**src/rtl/pipeline_ctrl.sv**
```systemverilog
// Pipeline control for a 5-stage in-order core: stall/flush generation, operand forwarding
// select, memory and mul/div wait FSM with timeout, and a stalled-cycle counter.
module pipeline_ctrl #(
  parameter int unsigned TIMEOUT = 64
) (
  input  logic        clk,
  input  logic        reset,
  input  logic [4:0]  d_rs1_i,
  input  logic [4:0]  d_rs2_i,
  input  logic        d_use1_i,
  input  logic        d_use2_i,
  input  logic [4:0]  e_rs1_i,
  input  logic [4:0]  e_rs2_i,
  input  logic [4:0]  e_rd_i,
  input  logic        e_is_load_i,
  input  logic        e_reg_write_i,
  input  logic [4:0]  m_rd_i,
  input  logic [4:0]  w_rd_i,
  input  logic        m_reg_write_i,
  input  logic        w_reg_write_i,
  input  logic        e_redirect_i,
  input  logic        dmem_req_i,
  input  logic        dmem_ack_i,
  input  logic        md_start_i,
  input  logic        md_done_i,
  output logic        pc_en_o,
  output logic        fd_en_o,
  output logic        fd_flush_o,
  output logic        de_en_o,
  output logic        de_flush_o,
  output logic        em_en_o,
  output logic        em_flush_o,
  output logic        mw_en_o,
  output logic [1:0]  fwd_a_o,
  output logic [1:0]  fwd_b_o,
  output logic [1:0]  state_o,
  output logic        err_o,
  output logic [31:0] stall_cnt_o
);

  localparam logic [1:0] StRun     = 2'b00;
  localparam logic [1:0] StMemWait = 2'b01;
  localparam logic [1:0] StMdWait  = 2'b10;

  localparam int unsigned CntW = (TIMEOUT < 2) ? 1 : $clog2(TIMEOUT);
  localparam logic [CntW-1:0] CntLast = CntW'(TIMEOUT - 1);

  logic [1:0]      state_q, state_d;
  logic [CntW-1:0] wait_cnt_q, wait_cnt_d;
  logic            err_q, err_d;
  logic [31:0]     stall_cnt_q, stall_cnt_d;

  logic mem_stall, md_stall, load_use, timeout_hit;

  assign mem_stall   = dmem_req_i & ~dmem_ack_i;
  assign md_stall    = md_start_i & ~md_done_i;
  assign load_use    = e_is_load_i & e_reg_write_i & (e_rd_i != 5'd0) &
                       ((d_use1_i & (e_rd_i == d_rs1_i)) | (d_use2_i & (e_rd_i == d_rs2_i)));
  assign timeout_hit = (wait_cnt_q == CntLast);

  always_comb begin
    pc_en_o    = 1'b1;
    fd_en_o    = 1'b1;
    fd_flush_o = 1'b0;
    de_en_o    = 1'b1;
    de_flush_o = 1'b0;
    em_en_o    = 1'b1;
    em_flush_o = 1'b0;
    mw_en_o    = 1'b1;
    state_d    = StRun;
    wait_cnt_d = wait_cnt_q;
    err_d      = err_q;

    case (state_q)
      StMemWait: begin
        {pc_en_o, fd_en_o, de_en_o, em_en_o, mw_en_o} = 5'b00000;
        if (dmem_ack_i) begin
          state_d = StRun;
        end else if (timeout_hit) begin
          state_d = StRun;
          err_d   = 1'b1;
        end else begin
          state_d    = StMemWait;
          wait_cnt_d = wait_cnt_q + 1'b1;
        end
      end
      StMdWait: begin
        {pc_en_o, fd_en_o, de_en_o} = 3'b000;
        em_flush_o = 1'b1;
        if (md_done_i) begin
          state_d = StRun;
        end else if (timeout_hit) begin
          state_d = StRun;
          err_d   = 1'b1;
        end else begin
          state_d    = StMdWait;
          wait_cnt_d = wait_cnt_q + 1'b1;
        end
      end
      // StRun and the unreachable 2'b11 encoding.
      default: begin
        if (mem_stall) begin
          {pc_en_o, fd_en_o, de_en_o, em_en_o, mw_en_o} = 5'b00000;
          state_d    = StMemWait;
          wait_cnt_d = '0;
        end else if (md_stall) begin
          {pc_en_o, fd_en_o, de_en_o} = 3'b000;
          em_flush_o = 1'b1;
          state_d    = StMdWait;
          wait_cnt_d = '0;
        end else if (e_redirect_i) begin
          fd_flush_o = 1'b1;
          de_flush_o = 1'b1;
        end else if (load_use) begin
          pc_en_o    = 1'b0;
          fd_en_o    = 1'b0;
          de_flush_o = 1'b1;
        end
      end
    endcase

    stall_cnt_d = stall_cnt_q;
    if (!pc_en_o && (stall_cnt_q != 32'hFFFF_FFFF)) begin
      stall_cnt_d = stall_cnt_q + 32'd1;
    end
  end

  // M has priority over W since it holds the younger result.
  always_comb begin
    fwd_a_o = 2'b00;
    if (m_reg_write_i && (m_rd_i != 5'd0) && (m_rd_i == e_rs1_i)) begin
      fwd_a_o = 2'b01;
    end else if (w_reg_write_i && (w_rd_i != 5'd0) && (w_rd_i == e_rs1_i)) begin
      fwd_a_o = 2'b10;
    end
    fwd_b_o = 2'b00;
    if (m_reg_write_i && (m_rd_i != 5'd0) && (m_rd_i == e_rs2_i)) begin
      fwd_b_o = 2'b01;
    end else if (w_reg_write_i && (w_rd_i != 5'd0) && (w_rd_i == e_rs2_i)) begin
      fwd_b_o = 2'b10;
    end
  end

  always_ff @(posedge clk or posedge reset) begin
    if (reset) begin
      state_q     <= StRun;
      wait_cnt_q  <= '0;
      err_q       <= 1'b0;
      stall_cnt_q <= 32'd0;
    end else begin
      state_q     <= state_d;
      wait_cnt_q  <= wait_cnt_d;
      err_q       <= err_d;
      stall_cnt_q <= stall_cnt_d;
    end
  end

  assign state_o     = state_q;
  assign err_o       = err_q;
  assign stall_cnt_o = stall_cnt_q;

endmodule

```
**config.mk**
```make
export PLATFORM = sky130hd
export DESIGN_NAME = pipeline_ctrl
export DESIGN_NICKNAME = d
export VERILOG_FILES = /design/src/rtl/pipeline_ctrl.sv
export SDC_FILE = /design/constraint.sdc
export NUM_CORES = 1
export LEC_CHECK = 0
export BUFFER_PORTS_ARGS = -buffer_cell sky130_fd_sc_hd__buf_4
export CORE_UTILIZATION = 55
export CTS_BUF_LIST = sky130_fd_sc_hd__clkbuf_4 sky130_fd_sc_hd__clkbuf_8
export CTS_CLUSTER_DIAMETER = 150
export CTS_CLUSTER_SIZE = 14
export DETAILED_ROUTE_END_ITERATION = 16
export GPL_TIMING_DRIVEN = 0
export PLACE_DENSITY_LB_ADDON = 0.25
export SLEW_MARGIN = 0
export SYNTH_ARGS = -nofsm -noshare
export SYNTH_HDL_FRONTEND = slang
export SYNTH_SLANG_ARGS = --single-unit
```
**constraint.sdc**
```tcl
create_clock -name clk -period 3.7 [get_ports clk]
set_input_delay 0.37 -clock clk [delete_from_list [all_inputs] [get_ports clk]]
set_output_delay 0.37 -clock clk [all_outputs]
set_load 0.02 [all_outputs]
```
==> flow_summary.ini, run 1 <==
[global_routing]
grt_use_met1_pct = 28.0
grt_max_degree = 42
grt_pass1_vias = 2349
use_met2_pct = 49.2
antenna_found_initial = 0
grt_util_met3_pct = 3.32
grt_usage_pct = 25.4
grt_pass1_wl_um = 10100
gr-max-usage-layer = met2
grt.overflow.total = 0

[min_path]
hold_path.class = input port to async pin

[worst_setup_path]
cp.arrival_ns = 2.25
regToRegEndpoint = wait_cnt_q[5]
path_max_fanout = 11
start_kind = flip-flop
critPathMaxStageDelay_ns = 0.37
crit_slowest_cell = dfrtp_1
crit_top_cell = buf_4
crit_chain = inv_1 -> ha_1 -> clkbuf_1 -> nand3_1 -> a21oi_4 -> buf_6 -> buf_4 -> buf_4
cp-startpoint = state_o[0]
r2r_setup_slack_ns = 1.56
crit_family = buffers and inverters
worstRegToRegCells = 7
r2r_start = state_o[0]
path_buf_inv = 5
required_ns = 3.33
worstSetupPathType = flip-flop to output port
critPathCapture = pc_en_o
end_kind = output port
crit_cells = 8

[sta]
clock_skew_ns = 0.00312
finalCriticalPeriod_ns = 2.62
tightest_slew_ns = 0.842
whs_ns = 0.247
relSlewSlack_pct = 43.8
max_freq_ghz = 0.382
setup_violations = 0
fin_tns_setup_ns = 0
final-hold-violation-count = 0
finalCritPeriodShare_pct = 70.8
final_max_slew_viol_count = 0
rsz0062_at_grt = false

[power]
power_mw = 1.67
cellLeakagePower_nw = 1.51
ir_drop_mv = 0.268
powerDensity_nw_per_um2 = 482

[routing]
drt-initial-drc-count = 121
wl_per_cell_um = 14.2
avgViaCountPerCell = 5.58
routed_wl_um = 6040
num_vias = 2373
drc = 0
first_pass_iters = 4
antenna_left = 0

[synth]
async_flop_share_pct = 100
avgSynthCellArea_um2 = 9.48
ys.flop_type = dfrtp_1
ys_seq_area_share_pct = 39.9
ys_types = 42
synthCells = 271
ys_ff_latch = 41
ys_warn_count = 0
synth.cell_area_um2 = 2570
synth.net_count = 323
synth_edf_count = 0

[final_layout]
drive_above_1_share_pct = 31.4
antenna_cells = 0
design_area_um2 = 3460
fin_cells = 425
areaGrowthSynthToFinish_pct = 34.7
nNetsFinal = 424

[clocking]
ctsHoldBuffers = 0
numCtsBuffers = 5
clk_latency_ns = 0.30
htree_levels = 2
clk_path_buf_depth = 2
cts_setup_buffers = 0
post_cts_resized = 0
clk_pin_slew_worst_paths_ns = 0.07
root_buffer = clkbuf_8
clock-sinks = 41
cts_tree = built

[placed_design]
placed_area_um2 = 3340
place.gp.congestion = 0.814
io_buffer_count = 94
dp_hpwl_um = 4740
dp.cells = 417

[floorplanning]
die_w_um = 70.3
rows = 24
io-pin-count = 95
die_height_um = 70.3
core_um2 = 4410
die_area_um2 = 4950
start_util_pct = 58.2

[status]
run_status = complete, no violations

[flow_run]
max-cap-violations = 0
-- layout make-up --
cell class | instances | area [µm²]
multi-input combinational | 210 | 1440
timing repair buffer | 94 | 706
buffer | 10 | 70.1
fill | 331 | 955
tap | 52 | 65.1
inverter | 10 | 37.5
clock inverter | 1 | 30.0
sequential | 41 | 1030
clock buffer | 7 | 90.1
-- stage by stage --
| step | worst slack, ns | utilization [%] |
|---|---|---|
| 6_report | 1.08 | 78.4 |
| 3_5_place_dp | 1.35 | 75.7 |
| 5_1_grt | 0.921 | 78.4 |
| 4_1_cts | 1.07 | 78.4 |
| 2_1_floorplan | 1.34 | - |
| 3_3_place_gp | 1.38 | 75.7 |
-- cells by family (layout without fill, tap and decap cells) --
logic type | count (synthesis) | in the layout | share of synthesized area, %
buffers and inverters | 20 | 122 | 4.19
muxes | 2 | 2 | 0.828
xor gates and xnor gates | 61 | 61 | 20.8
DFF | 41 | 41 | 39.9
and+or+nand+nor | 117 | 117 | 25.3
AOI/OAI and AO/OA | 26 | 26 | 6.97
adders and majority gates | 4 | 4 | 1.95
-- Yosys cell counts, types with 7 or more instances --
| library cell | number | share of area (%) |
|---|---|---|
| xnor2_1 | 26 | 8.9 |
| inv_1 | 10 | 1.5 |
| nand4_1 | 8 | 1.9 |
| nor3_1 | 17 | 3.3 |
| nand3_1 | 19 | 3.7 |
| nand2b_1 | 7 | 1.7 |
| nor4_1 | 10 | 2.4 |
| nand2_1 | 15 | 2.2 |
| o21ai_0 | 11 | 2.1 |
| dfrtp_1 | 41 | 40 |
| nor2_1 | 13 | 1.9 |
| and3_1 | 8 | 1.9 |
| xor2_1 | 35 | 12 |
-- per-layer routing --
| metal | vias up | part of all wire (%) |
|---|---|---|
| li1 | 1149 | - |
| met1 | 1135 | 40 |
| met2 | 81 | 54 |
| met3 | 8 | 4.3 |
| met4 | 0 | 1.3 |
| met5 | - | 0 |
-- power by group --
group	switching, mW	internal, mW
sequential	0.108	0.533
combinational	0.351	0.295
clock	0.153	0.227
-- worst min path at each step --
stage,start,to
floorplan,md_done_i,state_o[1]
global placement,err_o,err_o
detailed placement,err_o,err_o
CTS,md_done_i,state_o[1]
global route,md_done_i,state_o[1]
finish,reset,wait_cnt_q[1]
-- flip-flops by register name, summed over array words and instances, names as in the netlist --
name,flops
err_o,1
stall_cnt_o,32
state_o,2
wait_cnt_q,6
-- cell usage in the layout, fill, tap and decap left out, types with 2 or more instances in the layout --
cell,count
buf_4,96
dfrtp_1,41
xor2_1,35
xnor2_1,26
nand3_1,19
nor3_1,17
nand2_1,15
nor2_1,13
o21ai_0,11
nor4_1,10
inv_1,9
nand4_1,8
and3_1,8
nand2b_1,7
clkbuf_8,6
or4_1,4
nand3b_1,4
ha_1,4
clkbuf_1,3
buf_6,3
a21oi_1,3
nor3b_1,3
buf_2,2
or2_2,2
o31ai_1,2
nand4b_1,2
No activity file was read; power rests on OpenSTA's default activity.
==> run 2: changes to the inputs <==
- CORE_UTILIZATION: 55 -> 46
- clock period: 3.7 -> 2.2 ns (I/O delays scaled with it)
==> flow_summary.ini, run 2 (synthesized netlist as in run 1, its figures left out) <==
[global_routing]
grt.overflow.total = 0
grt_pass1_vias = 2304
grt_max_degree = 42
grt_pass1_wl_um = 10500
antenna_found_initial = 0
grt_usage_pct = 21.6

[power]
cellLeakagePower_nw = 1.53
ir_drop_mv = 0.461
powerDensity_nw_per_um2 = 800

[sta]
max_freq_ghz = 0.495
setup_violations = 0
finalCritPeriodShare_pct = 91.9
tightest_slew_ns = 0.875
fin_tns_setup_ns = 0
relSlewSlack_pct = 41.6
final_max_slew_viol_count = 0
finalCriticalPeriod_ns = 2.02
rsz0062_at_grt = false
clock_skew_ns = 0.00714
final-hold-violation-count = 0

[final_layout]
largest_register_ffs = 32
antenna_cells = 0
areaGrowthSynthToFinish_pct = 37.9
fin_util_pct = 67.6
nNetsFinal = 427
fin_cells = 446
design_area_um2 = 3540
final_cell_mix = 100 x buf_4, 41 x dfrtp_1, 35 x xor2_1
drive_above_1_share_pct = 33.2
final_common_cell = buf_4

[routing]
antenna_left = 0
avgViaCountPerCell = 5.19
wl_per_cell_um = 13.6
drc = 0
drt-initial-drc-count = 87
first_pass_iters = 4
num_vias = 2313
routed_wl_um = 6070

[placed_design]
dp_hpwl_um = 4700
place.gp.congestion = 0.847
dp.cells = 435
placed_area_um2 = 3360
io_buffer_count = 94

[floorplanning]
io-pin-count = 95
core_um2 = 5240
rows = 26
start_util_pct = 49.0
die_w_um = 76.7
die_height_um = 76.7
die_area_um2 = 5890

[worst_setup_path]
crit_chain = ha_1 -> and3_1 -> nand3_1 -> o211ai_1 -> or2_2 -> o31ai_1
start_kind = flip-flop
path_buf_inv = 0
required_ns = 2.40
worstSetupPathType = flip-flop to flip-flop
cp.arrival_ns = 2.22
end_kind = flip-flop
crit_family = simple AND/OR/NAND/NOR gates
path_max_fanout = 6
critPathMaxStageDelay_ns = 0.44
crit_slowest_cell = dfrtp_1

[clocking]
root_buffer = clkbuf_8
ctsHoldBuffers = 0
clk_latency_ns = 0.29
clk_pin_slew_worst_paths_ns = 0.08
cts_tree = built
clock-sinks = 41
htree_levels = 2
numCtsBuffers = 5
clk_path_buf_depth = 2

[flow_run]
max-cap-violations = 0

[min_path]
hold_path.class = input port to flip-flop

[status]
run_status = complete, no violations
==> run 2: cell types whose count changed in the layout (fill, tap and decap cells not counted), sizes merged <==
cell	before	now
buf	101	104
clkbuf	10	9
clkinvlp	0	1
==> run 2: timing repair <==
action / 4_1_cts / 5_1_grt
endpoints found under the setup margin: 5 / 19
setup buffers: 0 / 4
gates resized for setup: 3 / 6
pin swaps: 0 / 1
endpoints found under the hold margin: 0 / 0
==> run 2: routing by layer <==
metal	vias to the layer above	GRT usage (%)	part of all wire, %
met5	-	0	0
met4	0	4.62	1.1
met3	10	3.69	3.8
li1	1166	-	-
met1	1082	25.1	41
met2	55	40.9	54
==> run 2: final cells by class <==
class                      count  area (µm²)
multi-input combinational    210        1460
tap                           70        87.6
clock inverter                 2        37.5
inverter                      10        37.5
fill                         423        1700
buffer                         9        72.6
clock buffer                   6        82.6
sequential                    41        1030
timing repair buffer          98         736
==> run 2: per-stage QoR <==
step           setup slack (ns)  power [mW]  hold slack (ns)
2_1_floorplan            0.0291        1.71            0.283
3_3_place_gp             0.0584        2.13            0.401
3_5_place_dp             0.0593        2.17            0.402
4_1_cts                  0.0379        2.81           0.0887
5_1_grt                  0.0186        2.99            0.106
6_report                  0.178        2.83           0.0917
==> run 2: worst paths after layout <==
check	start	end	slack, ns	cells past startpoint
min reg2reg	err_o	err_o	0.49	1
max	wait_cnt_q[0]	wait_cnt_q[5]	0.18	6
min	md_done_i	state_o[1]	0.09	2
max reg2reg	wait_cnt_q[0]	wait_cnt_q[5]	0.18	6
min in group asynchronous	reset	stall_cnt_o[2]	0.12	2
max in group asynchronous	reset	stall_cnt_o[24]	1.54	2
==> run 2: where the power goes <==
part           internal, mW  total [mW]  leakage (nW)  switching, mW
Clock                 0.369       0.643        0.0574          0.274
Combinational         0.528        1.12          1.00          0.587
Sequential            0.896        1.07         0.474          0.179
